### src/rtl/cpu_types_pkg.sv
// Shared CPU-side types: RAM handshake state, machine word and arbiter FSM states.
package cpu_types_pkg;

    localparam int WORD_W = 32;

    typedef logic [WORD_W-1:0] word_t;

    typedef enum logic [1:0] {
        FREE   = 2'd0,
        BUSY   = 2'd1,
        ACCESS = 2'd2,
        ERROR  = 2'd3
    } ramstate_t;

    typedef enum logic {
        IDLE  = 1'b0,
        GRANT = 1'b1
    } arb_state_t;

endpackage

### src/rtl/ram_bus_arbiter_rr_pick.sv
// Round-robin picker: first set bit of mask at or after start, wrapping.
module rr_pick #(
    parameter int N = 4
) (
    input  logic [N-1:0]         mask,
    input  logic [$clog2(N)-1:0] start,
    output logic [$clog2(N)-1:0] idx,
    output logic                 valid
);

    localparam int IW = $clog2(N);
    localparam int SW = IW + 1;

    logic [SW-1:0] s;
    logic [IW-1:0] j;

    // Walk from farthest to nearest so the nearest hit is written last.
    always_comb begin
        idx   = '0;
        valid = 1'b0;
        s     = '0;
        j     = '0;
        for (int k = N - 1; k >= 0; k--) begin
            s = {1'b0, start} + SW'(k);
            if (s >= SW'(N)) begin
                s = s - SW'(N);
            end
            j = s[IW-1:0];
            if (mask[j]) begin
                idx   = j;
                valid = 1'b1;
            end
        end
    end

endmodule

### src/rtl/ram_bus_arbiter.sv
// Serialises cache requesters onto the single RAM port.
// Tiers: aged, then dcache (odd), then icache (even); round-robin within a tier.
module ram_bus_arbiter
    import cpu_types_pkg::*;
#(
    parameter int NREQ     = 4,
    parameter int ADDR_W   = 32,
    parameter int DATA_W   = 32,
    parameter int MAX_WAIT = 8
) (
    input  logic                     CLK,
    input  logic                     RST,
    input  logic [NREQ-1:0]          req_ren,
    input  logic [NREQ-1:0]          req_wen,
    input  logic [NREQ*ADDR_W-1:0]   req_addr,
    input  logic [NREQ*DATA_W-1:0]   req_store,
    output logic [NREQ-1:0]          req_wait,
    output logic [DATA_W-1:0]        req_load,
    input  ramstate_t                ramstate,
    input  logic [DATA_W-1:0]        ramload,
    output logic                     ramREN,
    output logic                     ramWEN,
    output logic [ADDR_W-1:0]        ramaddr,
    output logic [DATA_W-1:0]        ramstore,
    output logic [$clog2(NREQ)-1:0]  grant_id,
    output logic                     busy
);

    localparam int IW    = $clog2(NREQ);
    localparam int AGE_W = $clog2(MAX_WAIT + 1);

    arb_state_t        state_q, state_d;
    logic [IW-1:0]     grant_q, grant_d;
    logic [IW-1:0]     last_q, last_d;
    logic [AGE_W-1:0]  age_q [NREQ];
    logic [AGE_W-1:0]  age_d [NREQ];

    logic [NREQ-1:0]   req;
    logic [ADDR_W-1:0] addr_a  [NREQ];
    logic [DATA_W-1:0] store_a [NREQ];
    logic [NREQ-1:0]   aged_mask, dc_mask, ic_mask;
    logic [IW-1:0]     start;
    logic [IW-1:0]     aged_idx, dc_idx, ic_idx;
    logic              aged_v, dc_v, ic_v;
    logic              in_grant, g_live, done;

    assign req = req_ren | req_wen;

    for (genvar gi = 0; gi < NREQ; gi++) begin : g_unpack
        assign addr_a[gi]  = req_addr[gi*ADDR_W +: ADDR_W];
        assign store_a[gi] = req_store[gi*DATA_W +: DATA_W];
    end

    always_comb begin
        aged_mask = '0;
        dc_mask   = '0;
        ic_mask   = '0;
        for (int i = 0; i < NREQ; i++) begin
            aged_mask[i] = req[i] && (age_q[i] == AGE_W'(MAX_WAIT));
            dc_mask[i]   = req[i] && (i % 2 == 1);
            ic_mask[i]   = req[i] && (i % 2 == 0);
        end
    end

    assign start = (last_q == IW'(NREQ - 1)) ? '0 : last_q + 1'b1;

    rr_pick #(.N(NREQ)) u_pick_aged (
        .mask(aged_mask), .start(start), .idx(aged_idx), .valid(aged_v)
    );
    rr_pick #(.N(NREQ)) u_pick_dc (
        .mask(dc_mask), .start(start), .idx(dc_idx), .valid(dc_v)
    );
    rr_pick #(.N(NREQ)) u_pick_ic (
        .mask(ic_mask), .start(start), .idx(ic_idx), .valid(ic_v)
    );

    assign in_grant = (state_q == GRANT);
    assign g_live   = req[grant_q];
    // A reset cycle never reports a completion, even if RAM says ACCESS.
    assign done     = in_grant && g_live && (ramstate == ACCESS) && !RST;

    always_comb begin
        state_d = state_q;
        grant_d = grant_q;
        last_d  = last_q;
        unique case (state_q)
            IDLE: begin
                if (|req) begin
                    state_d = GRANT;
                    if (aged_v) begin
                        grant_d = aged_idx;
                    end else if (dc_v) begin
                        grant_d = dc_idx;
                    end else if (ic_v) begin
                        grant_d = ic_idx;
                    end
                end
            end
            GRANT: begin
                if (!g_live) begin
                    state_d = IDLE;
                end else if (ramstate == ACCESS) begin
                    state_d = IDLE;
                    last_d  = grant_q;
                end
            end
            default: state_d = IDLE;
        endcase
    end

    always_comb begin
        for (int i = 0; i < NREQ; i++) begin
            age_d[i] = age_q[i];
            if (!req[i]) begin
                age_d[i] = '0;
            end else if (in_grant && grant_q == IW'(i)) begin
                if (ramstate == ACCESS) begin
                    age_d[i] = '0;
                end
            end else if (age_q[i] < AGE_W'(MAX_WAIT)) begin
                age_d[i] = age_q[i] + 1'b1;
            end
        end
    end

    always_comb begin
        req_wait = '1;
        ramREN   = 1'b0;
        ramWEN   = 1'b0;
        ramaddr  = '0;
        ramstore = '0;
        if (in_grant) begin
            ramWEN   = req_wen[grant_q];
            ramREN   = req_ren[grant_q] && !req_wen[grant_q];
            ramaddr  = addr_a[grant_q];
            ramstore = store_a[grant_q];
            if (done) begin
                req_wait[grant_q] = 1'b0;
            end
        end
    end

    assign req_load = ramload;
    assign grant_id = grant_q;
    assign busy     = in_grant;

    always_ff @(posedge CLK) begin
        if (RST) begin
            state_q <= IDLE;
            grant_q <= '0;
            last_q  <= IW'(NREQ - 1);
            for (int i = 0; i < NREQ; i++) begin
                age_q[i] <= '0;
            end
        end else begin
            state_q <= state_d;
            grant_q <= grant_d;
            last_q  <= last_d;
            for (int i = 0; i < NREQ; i++) begin
                age_q[i] <= age_d[i];
            end
        end
    end

endmodule
### config.mk
export PLATFORM = sky130hd
export DESIGN_NAME = ram_bus_arbiter
export DESIGN_NICKNAME = d
export VERILOG_FILES = /design/src/rtl/cpu_types_pkg.sv /design/src/rtl/ram_bus_arbiter_rr_pick.sv /design/src/rtl/ram_bus_arbiter.sv
export SDC_FILE = /design/constraint.sdc
export NUM_CORES = 1
export LEC_CHECK = 0
export BUFFER_PORTS_ARGS = -buffer_cell sky130_fd_sc_hd__buf_2
export CORE_AREA = 2 2 156 158
export DETAILED_ROUTE_END_ITERATION = 7
export DIE_AREA = 0 0 158 160
export SLEW_MARGIN = 15
export SYNTH_ARGS = -nofsm -noshare
export SYNTH_HDL_FRONTEND = slang
export SYNTH_SLANG_ARGS = --single-unit
export TNS_END_PERCENT = 30
### constraint.sdc
create_clock -name CLK -period 3.9 [get_ports CLK]
set_clock_uncertainty 0.05 [all_clocks]
set_input_delay 0.78 -clock CLK [delete_from_list [all_inputs] [get_ports CLK]]
set_output_delay 0.78 -clock CLK [all_outputs]
set_load 0.03 [all_outputs]
Yosys cells after proc, flatten, opt, wreduce, memory -nomap -nowiden
Memories as Yosys holds them, arrays and structs flattened.
Index checks and enable logic that the tools add are counted.
{ "op_classes": {"add_sub_neg": 12, "order_cmp": 15, "n_eq_ne": 9, "muxes": 103, "bitwise_logic": 8, "n_reduce_logical": 20} }
{ "ops": {"columns": ["op", "count"], "rows": [
  ["32-bit 2-to-1 mux", 6],
  ["32-bit binary-select mux with 2-bit select", 2],
  ["4-bit 2-to-1 mux", 22],
  ["2-bit 2-to-1 mux", 20],
  ["1-bit 2-to-1 mux", 36],
  ["1-bit binary-select mux with 2-bit select", 15],
  ["4-bit by 1-bit adder with 4-bit output, second input constant", 4],
  ["4-bit == test, second input constant", 4],
  ["4-bit < comparator, second input constant", 4],
  ["2-bit by 3-bit < comparator with 1-bit output, second input constant", 5],
  ["1-bit logical AND", 13],
  ["3-bit greater-or-equal comparator, second input constant", 4],
  ["2-bit == test, second input constant", 4],
  ["2-bit by 1-bit subtractor with 2-bit output, second input constant", 4],
  ["2-bit by 2-bit adder with 3-bit output, second input constant", 2],
  ["3-bit AND reduction", 2],
  ["4-bit inverter", 1],
  ["1-bit OR", 4],
  ["4-bit OR", 1],
  ["4-bit OR reduction", 1],
  ["2-bit by 1-bit adder with 3-bit output, second input constant", 1],
  ["2-bit by 3-bit greater-or-equal comparator with 1-bit output, second input constant", 1],
  ["2-bit inverter with 3-bit output", 1],
  ["3-bit nonzero test", 1],
  ["8 further kinds", 9]
]} }
{ "word_totals": {"reg_bits": 5, "ram_bits": 16, "input_bits": 300, "wordCells": 171, "memories": 1} }
{ "memory_table": {"columns": ["memory", "words", "width", "rd", "rd_ports_with_merged_regs", "write_ports", "line", "source"], "rows": [
  ["age_q", 4, 4, 4, 0, 4, "ram_bus_arbiter.sv:35", "logic [AGE_W-1:0] age_q [NREQ];"]
]} }

Depth between registers and ports, before layout
{ "logic_depth": {"depth_word": 14, "ltp_mapped": 7, "ltp_nobuf": 7} }

Modules after synthesis
Synthesis repeated with hierarchy kept, for this count alone.
{ "unflattened": {"cells_unflattened": 395, "hier_area_um2": 3831.2} }
{ "by_module_without_submodules": {"columns": ["mod", "n_inst", "cells_per_inst", "area_each_um2", "seq_area_each_um2"], "rows": [
  ["ram_bus_arbiter", 1, 356, 3598.5, 420.4],
  ["rr_pick", 3, 13, 77.6, 0.0]
]} }

Least setup slack after synthesis
No wires, ideal clock.
{ "synth_path": {"path_kind": "in2out", "start": "input req_ren[3]", "end": "output req_wait[2]", "arrival_time_ns": 1.855, "required_time_ns": 3.070, "setup_slack_ns": 1.215, "path_stages": 5, "path_buffers": 0, "path_cell_list": "nor2_2 > mux4_2 > nand3b_4 > nor2_2 > nand2_1"} }
{ "synth_via": {"elab_chain_len": 8} }
{ "synth_rtl": {"columns": ["item", "line", "source"], "rows": [
  ["from (decl)", "ram_bus_arbiter.sv:13", "input logic [NREQ-1:0] req_ren,"],
  ["4-bit OR", "ram_bus_arbiter.sv:47", "assign req = req_ren | req_wen;"],
  ["1-bit binary-select mux with 2-bit select", "ram_bus_arbiter.sv:78", "assign g_live = req[grant_q];"],
  ["1-bit 2-to-1 mux (not written as such)", "ram_bus_arbiter.sv:78", null],
  ["1-bit logical AND (3 in series)", "ram_bus_arbiter.sv:80", "assign done = in_grant && g_live && (ramstate == ACCESS) && !RST;"],
  ["4-bit 2-to-1 mux", "ram_bus_arbiter.sv:137", "if (done) begin"],
  ["4-bit 2-to-1 mux", "ram_bus_arbiter.sv:132", "if (in_grant) begin"],
  ["to (decl)", "ram_bus_arbiter.sv:17", "output logic [NREQ-1:0] req_wait,"]
]} }
Every way passes these cells. The select of a mux whose other input is x is not followed.

Worst setup path after layout
{ "layout_path": {"start": "register grant_q[1], in the netlist grant_id[1]", "end": "output ramaddr[11]"} }
{ "layout_via": {"elab_chain_len": 5} }
{ "layout_rtl": {"columns": ["item", "line", "source"], "rows": [
  ["from (decl)", "ram_bus_arbiter.sv:33", "logic [IW-1:0] grant_q, grant_d;"],
  ["from (signal assigned)", "ram_bus_arbiter.sv:157", "grant_q <= grant_d;"],
  ["2-bit inverter with 3-bit output (not written as such)", "ram_bus_arbiter.sv:135", "ramaddr = addr_a[grant_q];"],
  ["32-bit binary-select mux with 2-bit select", "ram_bus_arbiter.sv:135", null],
  ["32-bit 2-to-1 mux (not written as such) (2 in series)", "ram_bus_arbiter.sv:135", null],
  ["32-bit 2-to-1 mux", "ram_bus_arbiter.sv:132", null],
  ["to (decl)", "ram_bus_arbiter.sv:23", "output logic [ADDR_W-1:0] ramaddr,"]
]} }
Every way passes these cells. The select of a mux whose other input is x is not followed.

==> flow_results.xml <==
<?xml version="1.0" encoding="UTF-8"?>
<metrics>
  <group name="setup_path">
    <metric name="critical_path_buf_inv_count" unit="">2</metric>
    <metric name="max_stage_delay" unit="ns">0.80</metric>
    <metric name="cp_required" unit="ns">3.07</metric>
    <metric name="regToRegSetupSlack" unit="ns">2.07</metric>
    <metric name="timing.critical_path.from_type" unit="">register</metric>
    <metric name="crit_end_element" unit="">primary output</metric>
    <metric name="timing.critical_path.arrival" unit="ns">2.35</metric>
    <metric name="crit_type" unit="">register to primary output</metric>
    <metric name="r2r-end" unit="">last_q[0]$_SDFFE_PP1N_</metric>
    <metric name="crit_path_max_fanout" unit="">46</metric>
    <metric name="path_depth" unit="">4</metric>
    <metric name="path_delay_family" unit="">flip-flops</metric>
    <metric name="critical_path.reg2reg.startpoint" unit="">grant_id[0]$_SDFFE_PP0P_</metric>
    <metric name="reg2regPathDepth" unit="">4</metric>
    <metric name="critical_path.startpoint" unit="">grant_id[1]$_SDFFE_PP0P_</metric>
    <metric name="crit_end" unit="">ramaddr[11]</metric>
    <metric name="worst_path_max_delay_cell" unit="">sky130_fd_sc_hd__dfxtp_4</metric>
    <metric name="crit_chain" unit="">buf_4 -&gt; mux4_2 -&gt; and2_1 -&gt; buf_2</metric>
  </group>
  <group name="timing">
    <metric name="timing.final.crit_period" unit="ns">3.18</metric>
    <metric name="hold_viol" unit="">0</metric>
    <metric name="rsz0062_at_grt" unit="">false</metric>
    <metric name="slew-limit-headroom" unit="%">54.6</metric>
    <metric name="final-max-slew-violation-count" unit="">0</metric>
    <metric name="finalSetupTns" unit="ns">0</metric>
    <metric name="achievable-frequency" unit="MHz">315</metric>
    <metric name="tightest_slew" unit="ns">0.682</metric>
    <metric name="setup-violations-final" unit="">0</metric>
    <metric name="final_min_period_over_clock_period" unit="%">81.5</metric>
  </group>
  <group name="routing">
    <metric name="avgRoutedWirePerCell" unit="µm">17.1</metric>
    <metric name="drt_first_pass_iters" unit="">4</metric>
    <metric name="routed-via-count" unit="">4219</metric>
    <metric name="detailedRoute.firstIterationViolations" unit="">216</metric>
    <metric name="totalWireLength" unit="µm">16700</metric>
    <metric name="route.detailed.vias_per_inst" unit="">4.33</metric>
    <metric name="postRouteAntennaNets" unit="">0</metric>
    <metric name="drc_errors" unit="">0</metric>
  </group>
  <group name="logic_synthesis">
    <metric name="yosysUniqueCellTypes" unit="">50</metric>
    <metric name="yosys.area_share.simple" unit="%">23.0</metric>
    <metric name="synthDominantAreaCellType" unit="">sky130_fd_sc_hd__mux4_2</metric>
    <metric name="post_synth_main_area_contributors" unit="">sky130_fd_sc_hd__mux4_2 (41%), sky130_fd_sc_hd__dfxtp_1 (11%), sky130_fd_sc_hd__and2_1 (11%)</metric>
    <metric name="synth.cell_area" unit="µm²">3660</metric>
    <metric name="synthesized_area_fraction_occupied_by_adder_cells" unit="%">3.08</metric>
    <metric name="synth-seq-cells" unit="">21</metric>
    <metric name="syn_area_per_cell" unit="µm²">10.2</metric>
    <metric name="synth_edf_count" unit="">0</metric>
    <metric name="largest_family_of_logic_cells_by_synthesized_area" unit="">multiplexers</metric>
    <metric name="async_reset_ff_share" unit="%">0</metric>
    <metric name="synth-compound-area-share" unit="%">8.69</metric>
    <metric name="post_synth_xor_area_fraction" unit="%">0</metric>
    <metric name="mappedNetlistNets" unit="">668</metric>
    <metric name="synthCells" unit="">359</metric>
    <metric name="synth.mux.area_fraction" unit="%">41.3</metric>
    <metric name="synth.yosys.seq_area_share" unit="%">11.5</metric>
    <metric name="yosysWarnings" unit="">0</metric>
    <metric name="dominantRegCellSynth" unit="">sky130_fd_sc_hd__dfxtp_1</metric>
    <metric name="yosysTopAreaCellShare" unit="%">41.3</metric>
  </group>
  <group name="run">
    <metric name="cap_viol_max_count" unit="">0</metric>
  </group>
  <group name="clocking">
    <metric name="cts_max_path_buffers" unit="">2</metric>
    <metric name="cts_root_buffer" unit="">sky130_fd_sc_hd__clkbuf_16</metric>
    <metric name="numClockSinks" unit="">21</metric>
    <metric name="cts_tree" unit="">yes</metric>
    <metric name="cts_htree_levels" unit="">1</metric>
    <metric name="cts_setup_buffers" unit="">0</metric>
    <metric name="cts_made_buffers" unit="">3</metric>
    <metric name="clock_latency" unit="ns">0.25</metric>
    <metric name="cts.reportedPaths.clkPinSlew" unit="ns">0.06</metric>
    <metric name="cts_repair_resize_count" unit="">0</metric>
    <metric name="hold_buffers" unit="">0</metric>
  </group>
  <group name="layout">
    <metric name="layout.cells.most_common_list" unit="">sky130_fd_sc_hd__buf_2 (340), sky130_fd_sc_hd__mux4_2 (67), sky130_fd_sc_hd__and2_1 (65), sky130_fd_sc_hd__nor2_1 (20), sky130_fd_sc_hd__dfxtp_1 (18)</metric>
    <metric name="final_common_cell" unit="">sky130_fd_sc_hd__buf_2</metric>
    <metric name="antenna-diode-count" unit="">0</metric>
    <metric name="area.growth.synth_to_final" unit="%">50.8</metric>
    <metric name="num-fill-cells" unit="">2680</metric>
    <metric name="layout_cells_excl_fill" unit="">975</metric>
    <metric name="drive_gt1_share" unit="%">66.7</metric>
    <metric name="nets" unit="">961</metric>
  </group>
  <group name="pwr">
    <metric name="cell_internal_power" unit="W">0.000759</metric>
    <metric name="cellLeakagePower" unit="nW">2.55</metric>
    <metric name="p_switching" unit="W">0.000540</metric>
    <metric name="fin_total_pwr" unit="W">0.00130</metric>
    <metric name="max-vdd-ir-drop" unit="mV">0.224</metric>
    <metric name="sw_share" unit="%">41.6</metric>
    <metric name="share_comb_of_total_power" unit="%">61.4</metric>
    <metric name="power.clock.fraction" unit="%">16.9</metric>
    <metric name="power.density_cell_area" unit="nW/µm²">236</metric>
    <metric name="relative_contribution_of_sequential_cells_to_total_power" unit="%">21.7</metric>
  </group>
  <group name="place">
    <metric name="gp_congestion" unit="">0.774</metric>
    <metric name="detailedPlacementHpwl" unit="µm">14200</metric>
    <metric name="placed_cells" unit="">971</metric>
    <metric name="portBuffers" unit="">340</metric>
  </group>
  <group name="global_route">
    <metric name="global_route_total_usage_across_every_layer" unit="%">12.1</metric>
    <metric name="grt_pass1_vias" unit="">4052</metric>
    <metric name="globalRoute.totalOverflow" unit="">0</metric>
    <metric name="maximum_number_of_pins_on_one_net_before_global_route_repair" unit="">47</metric>
    <metric name="grt_pass1_wl" unit="µm">23600</metric>
    <metric name="antenna_found_initial" unit="">1</metric>
  </group>
  <group name="run_status">
    <metric name="result_of_the_run" unit="">finished clean</metric>
  </group>
  <group name="floorplanning">
    <metric name="core-area" unit="µm²">23800</metric>
    <metric name="std_cell_rows" unit="">57</metric>
    <metric name="dieArea" unit="µm²">25300</metric>
    <metric name="floorplan.die.width" unit="µm">158</metric>
    <metric name="initial_core_util" unit="%">15.4</metric>
    <metric name="pin_count" unit="">405</metric>
    <metric name="die-height" unit="µm">160</metric>
  </group>
  <group name="hold_path">
    <metric name="hold_path_class" unit="">register to register</metric>
  </group>
</metrics>
[how the worst min path moves through the flow]
stage                                     to  slack (ns)  cells after the start                      from
CTS                 age_q[3][2]$_SDFFE_PP0P_        0.47                      1  age_q[3][2]$_SDFFE_PP0P_
floorplan           age_q[1][2]$_SDFFE_PP0P_        0.42                      2  age_q[1][2]$_SDFFE_PP0P_
global route          last_q[1]$_SDFFE_PP1N_        0.50                      2    last_q[1]$_SDFFE_PP1N_
detailed placement  age_q[1][2]$_SDFFE_PP0P_        0.46                      2  age_q[1][2]$_SDFFE_PP0P_
finish              age_q[3][2]$_SDFFE_PP0P_        0.47                      1  age_q[3][2]$_SDFFE_PP0P_
global placement    age_q[1][2]$_SDFFE_PP0P_        0.46                      2  age_q[1][2]$_SDFFE_PP0P_
[cells by family after synthesis]
group / Yosys count
AO/OA/AOI/OAI: 46
adder cells (fa/ha/maj): 9
buffers and inverters: 74
flip-flops: 21
multiplexers: 67
AND/OR/NAND/NOR: 142
[cell usage after synthesis, types with 2 or more instances]
| cell | n |
|---|---|
| sky130_fd_sc_hd__nor2b_1 | 2 |
| sky130_fd_sc_hd__buf_4 | 34 |
| sky130_fd_sc_hd__nand3_1 | 2 |
| sky130_fd_sc_hd__nor3_1 | 15 |
| sky130_fd_sc_hd__dfxtp_1 | 21 |
| sky130_fd_sc_hd__ha_1 | 9 |
| sky130_fd_sc_hd__mux4_2 | 67 |
| sky130_fd_sc_hd__nand2b_1 | 2 |
| sky130_fd_sc_hd__or2_2 | 2 |
| sky130_fd_sc_hd__clkbuf_1 | 9 |
| sky130_fd_sc_hd__nand2_1 | 11 |
| sky130_fd_sc_hd__a21oi_1 | 14 |
| sky130_fd_sc_hd__a21o_1 | 3 |
| sky130_fd_sc_hd__a31oi_1 | 4 |
| sky130_fd_sc_hd__buf_6 | 5 |
| sky130_fd_sc_hd__o21ai_0 | 4 |
| sky130_fd_sc_hd__nand4_1 | 4 |
| sky130_fd_sc_hd__a32oi_1 | 3 |
| sky130_fd_sc_hd__buf_2 | 10 |
| sky130_fd_sc_hd__a211oi_1 | 3 |
| sky130_fd_sc_hd__nor2_2 | 3 |
| sky130_fd_sc_hd__o211ai_1 | 2 |
| sky130_fd_sc_hd__inv_1 | 16 |
| sky130_fd_sc_hd__o21ai_1 | 2 |
| sky130_fd_sc_hd__nor2_1 | 20 |
| sky130_fd_sc_hd__and2_1 | 65 |
| sky130_fd_sc_hd__nand3b_1 | 4 |
[power groups by stage]
stage          registers, W  clock network [W]  logic, W
3_3_place_gp       0.000290                  0  0.000794
2_1_floorplan      0.000251                  0  0.000608
5_1_grt            0.000290           0.000238  0.000859
6_report           0.000282           0.000219  0.000798
4_1_cts            0.000285           0.000224  0.000804
3_5_place_dp       0.000290                  0  0.000802
[metal layers]
| metal | global-route usage (%) | vias up | share of wire, % |
|---|---|---|---|
| met5 | 0 | - | 0.066 |
| met4 | 3.28 | 2 | 2.4 |
| met3 | 4.12 | 24 | 10 |
| met2 | 19.7 | 223 | 47 |
| met1 | 15.4 | 2050 | 41 |
| li1 | - | 1920 | - |
[area by class of cell]
class | count | area [µm²] | area share (%)
inverter | 16 | 60.1 | 1.09
clock inverter | 1 | 5.00 | 0.0907
multi-input combinational | 264 | 2780 | 50.4
timing repair buffer | 346 | 1760 | 31.9
clock buffer | 3 | 75.1 | 1.36
sequential | 21 | 429 | 7.78
tap | 324 | 405 | 7.35
[flip-flops by register name, summed over array words and instances (netlist names)]
register and cells:
grant_id 2, last_q 2, age_q 16, busy 1
[per-stage QoR]
stage	worst slack (ns)	utilization [%]	area [µm²]	hold WS, ns
2_1_floorplan	1.22	-	3660	0.418
3_3_place_gp	0.875	22.8	5440	0.457
3_5_place_dp	0.875	22.8	5440	0.463
4_1_cts	0.685	23.2	5520	0.470
5_1_grt	0.612	23.2	5520	0.501
6_report	0.722	23.2	5520	0.473
(Power assumes the default switching activity.)
